$ cat config.mk
export PLATFORM = sky130hd
export DESIGN_NAME = fifo_sync_param
export DESIGN_NICKNAME = d
export VERILOG_FILES = /design/src/rtl/fifo_sync_param.sv
export SDC_FILE = /design/constraint.sdc
export NUM_CORES = 1
export LEC_CHECK = 0
export CORE_MARGIN = 2
export CORE_UTILIZATION = 45
export DETAILED_ROUTE_END_ITERATION = 10
export PLACE_DENSITY = 0.7
export SYNTH_ARGS = -nofsm -noshare
export SYNTH_HDL_FRONTEND = slang
export SYNTH_SLANG_ARGS = --single-unit
export TNS_END_PERCENT = 30
$ cat constraint.sdc
create_clock -name clk -period 2.3 [get_ports clk]
set_clock_uncertainty 0.1 [all_clocks]
set_input_delay 0.46 -clock clk [delete_from_list [all_inputs] [get_ports clk]]
set_output_delay 0.46 -clock clk [all_outputs]
set_load 0.1 [all_outputs]
$ cat src/rtl/fifo_sync_param.sv
// Single-clock synchronous FIFO with configurable width and depth, programmable
// almost-full/almost-empty thresholds, error pulses, synchronous flush and optional FWFT read.
module fifo_sync_param #(
    parameter int DATA_WIDTH = 8,
    parameter int DEPTH      = 16,
    parameter int AF_THRESH  = DEPTH - 2,
    parameter int AE_THRESH  = 2,
    parameter int FWFT       = 0
) (
    input  logic                    clk,
    input  logic                    rst,
    input  logic                    clear,
    input  logic                    wr_en,
    input  logic [DATA_WIDTH-1:0]   data_in,
    input  logic                    rd_en,
    output logic [DATA_WIDTH-1:0]   data_out,
    output logic                    full,
    output logic                    empty,
    output logic                    almost_full,
    output logic                    almost_empty,
    output logic [$clog2(DEPTH):0]  count,
    output logic                    overflow,
    output logic                    underflow
);

    localparam int AW = $clog2(DEPTH);
    localparam int CW = AW + 1;
    localparam logic [CW-1:0] DEPTH_C = CW'(DEPTH);
    localparam logic [CW-1:0] AF_C    = CW'(AF_THRESH);
    localparam logic [CW-1:0] AE_C    = CW'(AE_THRESH);

    generate
        if (DEPTH < 4 || (DEPTH & (DEPTH - 1)) != 0) begin : g_bad_depth
            $error("fifo_sync_param: DEPTH must be a power of two and at least 4");
        end
        if (AF_THRESH < 1 || AF_THRESH > DEPTH) begin : g_bad_af
            $error("fifo_sync_param: AF_THRESH must be in 1..DEPTH");
        end
        if (AE_THRESH < 0 || AE_THRESH > DEPTH - 1) begin : g_bad_ae
            $error("fifo_sync_param: AE_THRESH must be in 0..DEPTH-1");
        end
        if (FWFT != 0 && FWFT != 1) begin : g_bad_fwft
            $error("fifo_sync_param: FWFT must be 0 or 1");
        end
    endgenerate

    logic [DATA_WIDTH-1:0] mem [DEPTH];
    logic [AW-1:0]         wr_ptr;
    logic [AW-1:0]         rd_ptr;
    logic                  wr_ok;
    logic                  rd_ok;

    // Status flags come only from the registered count, never from the requests.
    assign full         = (count == DEPTH_C);
    assign empty        = (count == '0);
    assign almost_full  = (count >= AF_C);
    assign almost_empty = (count <= AE_C);

    // Accept rules: a read needs a non-empty FIFO; a write needs room, where a
    // same-edge accepted read frees a slot. Empty + write + read never bypasses.
    assign rd_ok = rd_en && !empty;
    assign wr_ok = wr_en && (!full || rd_ok);

    always_ff @(posedge clk or negedge rst) begin
        if (!rst) begin
            wr_ptr    <= '0;
            rd_ptr    <= '0;
            count     <= '0;
            overflow  <= 1'b0;
            underflow <= 1'b0;
        end else if (clear) begin
            wr_ptr    <= '0;
            rd_ptr    <= '0;
            count     <= '0;
            overflow  <= 1'b0;
            underflow <= 1'b0;
        end else begin
            overflow  <= wr_en && !wr_ok;
            underflow <= rd_en && !rd_ok;
            if (wr_ok) wr_ptr <= wr_ptr + AW'(1);
            if (rd_ok) rd_ptr <= rd_ptr + AW'(1);
            case ({wr_ok, rd_ok})
                2'b10:   count <= count + CW'(1);
                2'b01:   count <= count - CW'(1);
                default: count <= count;
            endcase
        end
    end

    // Storage is deliberately left unreset.
    always_ff @(posedge clk) begin
        if (rst && !clear && wr_ok) mem[wr_ptr] <= data_in;
    end

    generate
        if (FWFT != 0) begin : g_fwft
            assign data_out = empty ? '0 : mem[rd_ptr];
        end else begin : g_std
            always_ff @(posedge clk or negedge rst) begin
                if (!rst) begin
                    data_out <= '0;
                end else if (clear) begin
                    data_out <= '0;
                end else if (rd_ok) begin
                    data_out <= mem[rd_ptr];
                end
            end
        end
    endgenerate

endmodule

* After elaboration in Yosys (flattened, before gate mapping)
Memories as Yosys holds them, arrays and structs flattened.
Cells that the tools add are included.
** Cells by class
- Shift operators :: 0
- Reductions and logical operators :: 16
- Div/mod/pow operators :: 0
- Multipliers :: 0
- Eq/ne operators :: 3
- Multiplexer cells :: 12
- Magnitude comparators :: 2
- Add/subtract/negate cells :: 4
- Bitwise gates (word level) :: 0
** Operator list (number)
- 2-to-1 mux 4 bit :: 4
- 2-to-1 mux 8 bit :: 2
- one-hot mux 5 bit (2 select lines) :: 1
- adder 4 x 1 -> 4 bit (second input constant) :: 2
- logical AND 1 bit :: 6
- adder 5 x 1 -> 5 bit (second input constant) :: 1
- equality test 5 bit (second input constant) :: 1
- greater-or-equal comparator 5 x 4 -> 1 bit (second input constant) :: 1
- <= comparator 5 x 2 -> 1 bit (second input constant) :: 1
- zero test 1 bit :: 5
- zero test 5 bit :: 1
- 2-to-1 mux 5 bit :: 1
- subtractor 5 x 1 -> 5 bit (second input constant) :: 1
- 2-to-1 mux 1 bit :: 4
- nonzero test 2 bit :: 2
- nonzero test 3 bit :: 1
- equality test 2 x 1 -> 1 bit (second input constant) :: 1
- equality test 2 bit (second input constant) :: 1
- logical OR 1 bit :: 1
** Storage, ports and cells
- RAM bits :: 128
- Output and inout port bits :: 19
- Bits of input ports :: 13
- Latch bits :: 0
- Register bits after elaboration :: 23
- Memory bits (read-only) :: 0
- Memories kept :: 1
** Memory list
- mem :: words 16, bits a word 8, read ports 1, clocked after memory_dff 0, write ports 1, line 47 : logic [DATA_WIDTH-1:0] mem [DEPTH];

* Depth between registers and ports, before layout
Gate-level depths: netlist of the first run.
- Depth in word-level cells :: 8
- Mapped depth :: 10

* Worst setup path after synthesis of the first run
No wires, ideal clock.
- Path type :: reg2out
- Start point :: register count[4]
- End point :: output almost_empty
- Path buffers :: 0
- Setup slack :: -1.059 ns
- Stages on the path, launching flop included :: 3
- Required time :: 1.740 ns
- Arrival :: 2.799 ns
- Path through :: dfrtp_1 -> or3_4 -> a21oi_1
** Between the ends
- Longest elaborated chain between the ends :: 1
** Ends and longest elaborated chain
- start, declared :: line 21 : output logic [$clog2(DEPTH):0] count,
- start signal, assigned :: line 83 : 2'b10: count <= count + CW'(1);
- start signal, assigned :: line 84 : 2'b01: count <= count - CW'(1);
- start signal, assigned :: line 85 : default: count <= count;
- <= comparator 5 x 2 -> 1 bit :: line 57 : assign almost_empty = (count <= AE_C);
- end, declared :: line 20 : output logic almost_empty,
No other way between the ends.

* Worst setup path after layout of the first run
- Start point :: register count[3]
- End point :: output empty
** Between the ends
- Longest elaborated chain between the ends :: 1
** Ends and longest elaborated chain
- zero test 5 bit :: line 55 : assign empty = (count == '0);
- end, declared :: line 18 : output logic empty,
No other way between the ends.

==> results of run 1 <==
[worst reg2reg max path, delay by kind of cell (launching register included)]
family                   cells  cell delay, ns
AND/OR/NAND/NOR              3            0.53
multiplexers                 1            0.26
adder cells (fa/ha/maj)      1            0.21
XOR/XNOR                     1            0.15
flip-flops                   1            0.47
AO/OA/AOI/OAI                3            0.61
buffers and inverters        1            0.05
[stage by stage]
| step | setup slack (ns) | instance area, um^2 | hold slack [ns] | utilization, % |
|---|---|---|---|---|
| 2_1_floorplan | -0.426 | 6380 | 0.0644 | - |
| 3_3_place_gp | -0.265 | 7200 | 0.425 | 52.2 |
| 3_5_place_dp | -0.300 | 7200 | 0.434 | 52.2 |
| 4_1_cts | -0.325 | 7790 | 0.349 | 56.6 |
| 5_1_grt | -0.302 | 7800 | 0.382 | 56.6 |
| 6_report | -0.249 | 7800 | 0.361 | 56.6 |
[per-layer routing]
metal  routed length (um)  GRT usage, %
met3                  672          5.62
met1                 5240          23.6
met4                  143          5.96
met2                 6760          32.0
met5                    0             0
[cell usage in the layout, fill, tap and decap left out, types with 3 or more instances in the layout]
master | synthesis | final
mux2i_1 | 18 | 18
ha_1 | 8 | 6
a21oi_2 | 0 | 3
nand3b_1 | 10 | 10
clkinv_2 | 0 | 3
dfrtp_1 | 23 | 17
or3_4 | 3 | 3
xnor2_1 | 3 | 3
buf_12 | 0 | 5
nor2b_1 | 3 | 3
nand2_1 | 12 | 12
nor3_2 | 0 | 4
dfrtp_4 | 0 | 4
edfxtp_1 | 128 | 128
inv_1 | 6 | 4
buf_4 | 1 | 62
nand2b_1 | 4 | 3
mux4_2 | 32 | 32
clkdlybuf4s50_1 | 0 | 12
xor2_1 | 6 | 6
nand3_1 | 3 | 3
clkinv_4 | 0 | 5
nor2_1 | 23 | 23
clkbuf_16 | 0 | 17
o221ai_2 | 8 | 8
[registers in the layout, summed over array words and instances, names as in the netlist]
| signal | cells |
|---|---|
| wr_ptr | 4 |
| count | 5 |
| overflow | 1 |
| mem | 128 |
| rd_ptr | 4 |
| underflow | 1 |
| data_out | 8 |
[Yosys cell counts (all sizes together), types with 2 or more instances]
cell type | n | area share [%]
mux2 | 2 | 0.36
edfxtp | 128 | 61
nor2 | 23 | 1.4
o21ai | 2 | 0.16
nand3 | 3 | 0.24
nor3b | 2 | 0.24
nor4 | 2 | 0.44
or3 | 3 | 0.54
dfrtp | 23 | 9.2
inv | 6 | 0.36
mux4 | 32 | 11
o21bai | 2 | 0.24
buf | 7 | 0.74
nor2b | 3 | 0.30
nor3 | 4 | 0.32
clkbuf | 10 | 0.64
nand2b | 4 | 0.40
nand2 | 13 | 0.90
xnor2 | 3 | 0.42
o221ai | 8 | 1.9
mux2i | 18 | 2.9
nand3b | 10 | 1.2
a21oi | 6 | 0.48
ha | 8 | 1.6
xor2 | 6 | 0.84
[where the power goes]
part	total [mW]	switching, mW	leakage [nW]	internal (mW)
logic	2.40	1.51	0.946	0.885
clock network	2.68	1.08	0.284	1.60
registers	3.20	0.109	1.45	3.09
total	8.28	2.71	2.68	5.58
[layout make-up]
class                   count  area [um^2]
flip-flops and latches    151         4440
repair buffers             80          697
fillers                  1057         5970
clock buffers              17          425
clock inverters            15          154
multi-input cells         165         1840
inverters                   6         28.8
well taps                 180          225
[kinds of logic (layout without fill, tap and decap cells)]
logic type / after synthesis / count (layout) / share of synthesized area [%]
simple gates: 73 / 73 / 6.64
flops: 151 / 151 / 70.4
fa+ha+maj: 9 / 9 / 1.91
xor+xnor: 9 / 9 / 1.26
mux: 52 / 52 / 14.7
buf+inv: 23 / 118 / 1.73
compound gates: 22 / 22 / 3.35
[how the worst max path moves through the flow]
stage	startpoint	to	slack [ns]	cells past startpoint
floorplan	count[3]	count[3]	-0.43	10
global placement	rd_en	count[4]	-0.26	9
detailed placement	rd_en	count[4]	-0.30	9
CTS	count[4]	empty	-0.33	5
global route	count[3]	empty	-0.30	5
finish	count[3]	empty	-0.25	5
[repair_timing]
action,in CTS,in global routing
endpoints found under the setup margin,6,6
gates resized for setup,2,1
pin swaps,6,2
cloned,0,0
setup buffers,2,0
hold buffers,0,0
==> metrics.md, run 1 <==
| Metric | Value |
|---|---|
| Syn Area/Cell | 18.5 um^2 |
| Area Overhead vs Synth | 24.3% |
| Sequential element share of the synthesized area | 70.4% |
| Data arrival, critical path | 1.99 ns |
| Period Utilization, post-route | 111% |
| DRC | 0 |
| Worst path top cell family by delay | simple AND/OR/NAND/NOR gates |
| EDFF count, synth | 128 |
| Ordered list of cells on the worst path | or3_4 -> buf_6 -> or3_4 -> clkinvlp_4 -> buf_12 |
| WS Path Type | flop to output pin |
| Syn nets | 361 |
| Drt pass-1 iters | 7 |
| First-pass GRT wire length | 20100 um |
| Clk buf depth | 2 |
| Fraction of registers with async set or reset after synthesis | 15.2% |
| R2r worst-path depth | 10 |
| Number of distinct library cells after synthesis | 43 |
| Clk_lat worst skew | 0.41 ns |
| RSZ-0062 raised after global routing | yes |
| Initial Util | 45.6% |
| Initial antenna violation count | 0 |
| Minimum clock period | 2.55 ns |
| Number of buffers created by CTS | 17 |
| Worst R2R Start | count[3] |
| Gp weighted congestion | 0.851 |
| Clock input transition at the sequential cells of the worst setup and hold paths | 0.06 ns |
| Pwr dens | 1060 nW/um^2 |
| Worst-path fanout max | 2 |
| GRT overflow | 0 |
| WP data required | 1.74 ns |
| Setup WS post-layout | -0.249 ns |
| Setup Viol. Count Final | 5 |
| Worst path slowest cell | dfrtp_4 |
| Largest net degree at the start of global routing | 35 |
| Die area | 14900 um^2 |
| Failing checks | setup timing |
| Routed vias | 3399 |
| Placed Instances | 580 |
| Synth Cell Area | 6280 um^2 |
| Internal reg-to-reg setup slack | -0.19 ns |
| Slowest stage delay, CP | 0.47 ns |
| Die width | 122 um |
| Layout Nets | 443 |
| CP Launch Type | flop |
| Share of cells above drive strength 1 | 38.7% |
| Post-Synthesis Cells | 339 |
| Number of global-route vias before repair | 3556 |
| Max-slew violation count | 0 |
| Gr usage total | 18.9% |
| Final wirelength | 12800 um |
| DR vias/cell | 5.54 |
| Routed len/inst | 20.9 um |
| CP most frequent cell | or3_4 |
| CP bufs+invs | 3 |
| Ys flop type | edfxtp_1 |
| DP HPWL | 8450 um |
| DR iter-0 viols | 252 |
| PortBufs | 31 |
| FP Rows | 43 |
| Worst setup EP type | output pin |
| Final hold vios | 0 |
| Fmax achieved | 392 MHz |
| Yosys reg bits | 151 |
| Worst slew pin tran | 0.569 ns |
| Worst slew margin | 62.0% |
| P_leak | 2.68 nW |
| Setup TNS | -0.723 ns |
| Worst vdd ir | 0.000722 V |
| Outcome | finished with violations |
| CTS root buffer | clkbuf_16 |
| Max_cap viols | 0 |
| Total number of yosys warnings | 0 |
| # diodes | 0 |
| Detail Route Antenna Nets | 0 |
| Io pins | 32 |
| Core area | 13800 um^2 |
| TritonCTS Sinks | 151 |
| CTS H-tree lvls | 4 |
| Hold crit path type | primary input to async pin |
| TritonCTS clock tree | done |
| Worst R2R End | count[3] |
| Power, Total | 8.28 mW |
| Fin cells | 614 |
| Chip Height | 122 um |
No activity file was read; power rests on OpenSTA's default activity.
==> run 2: changes to the inputs <==
Settings changed: CTS_CLUSTER_SIZE set to 40.
==> results of run 2 <==
Final layout, timing and power as in run 1 (identical DEF).
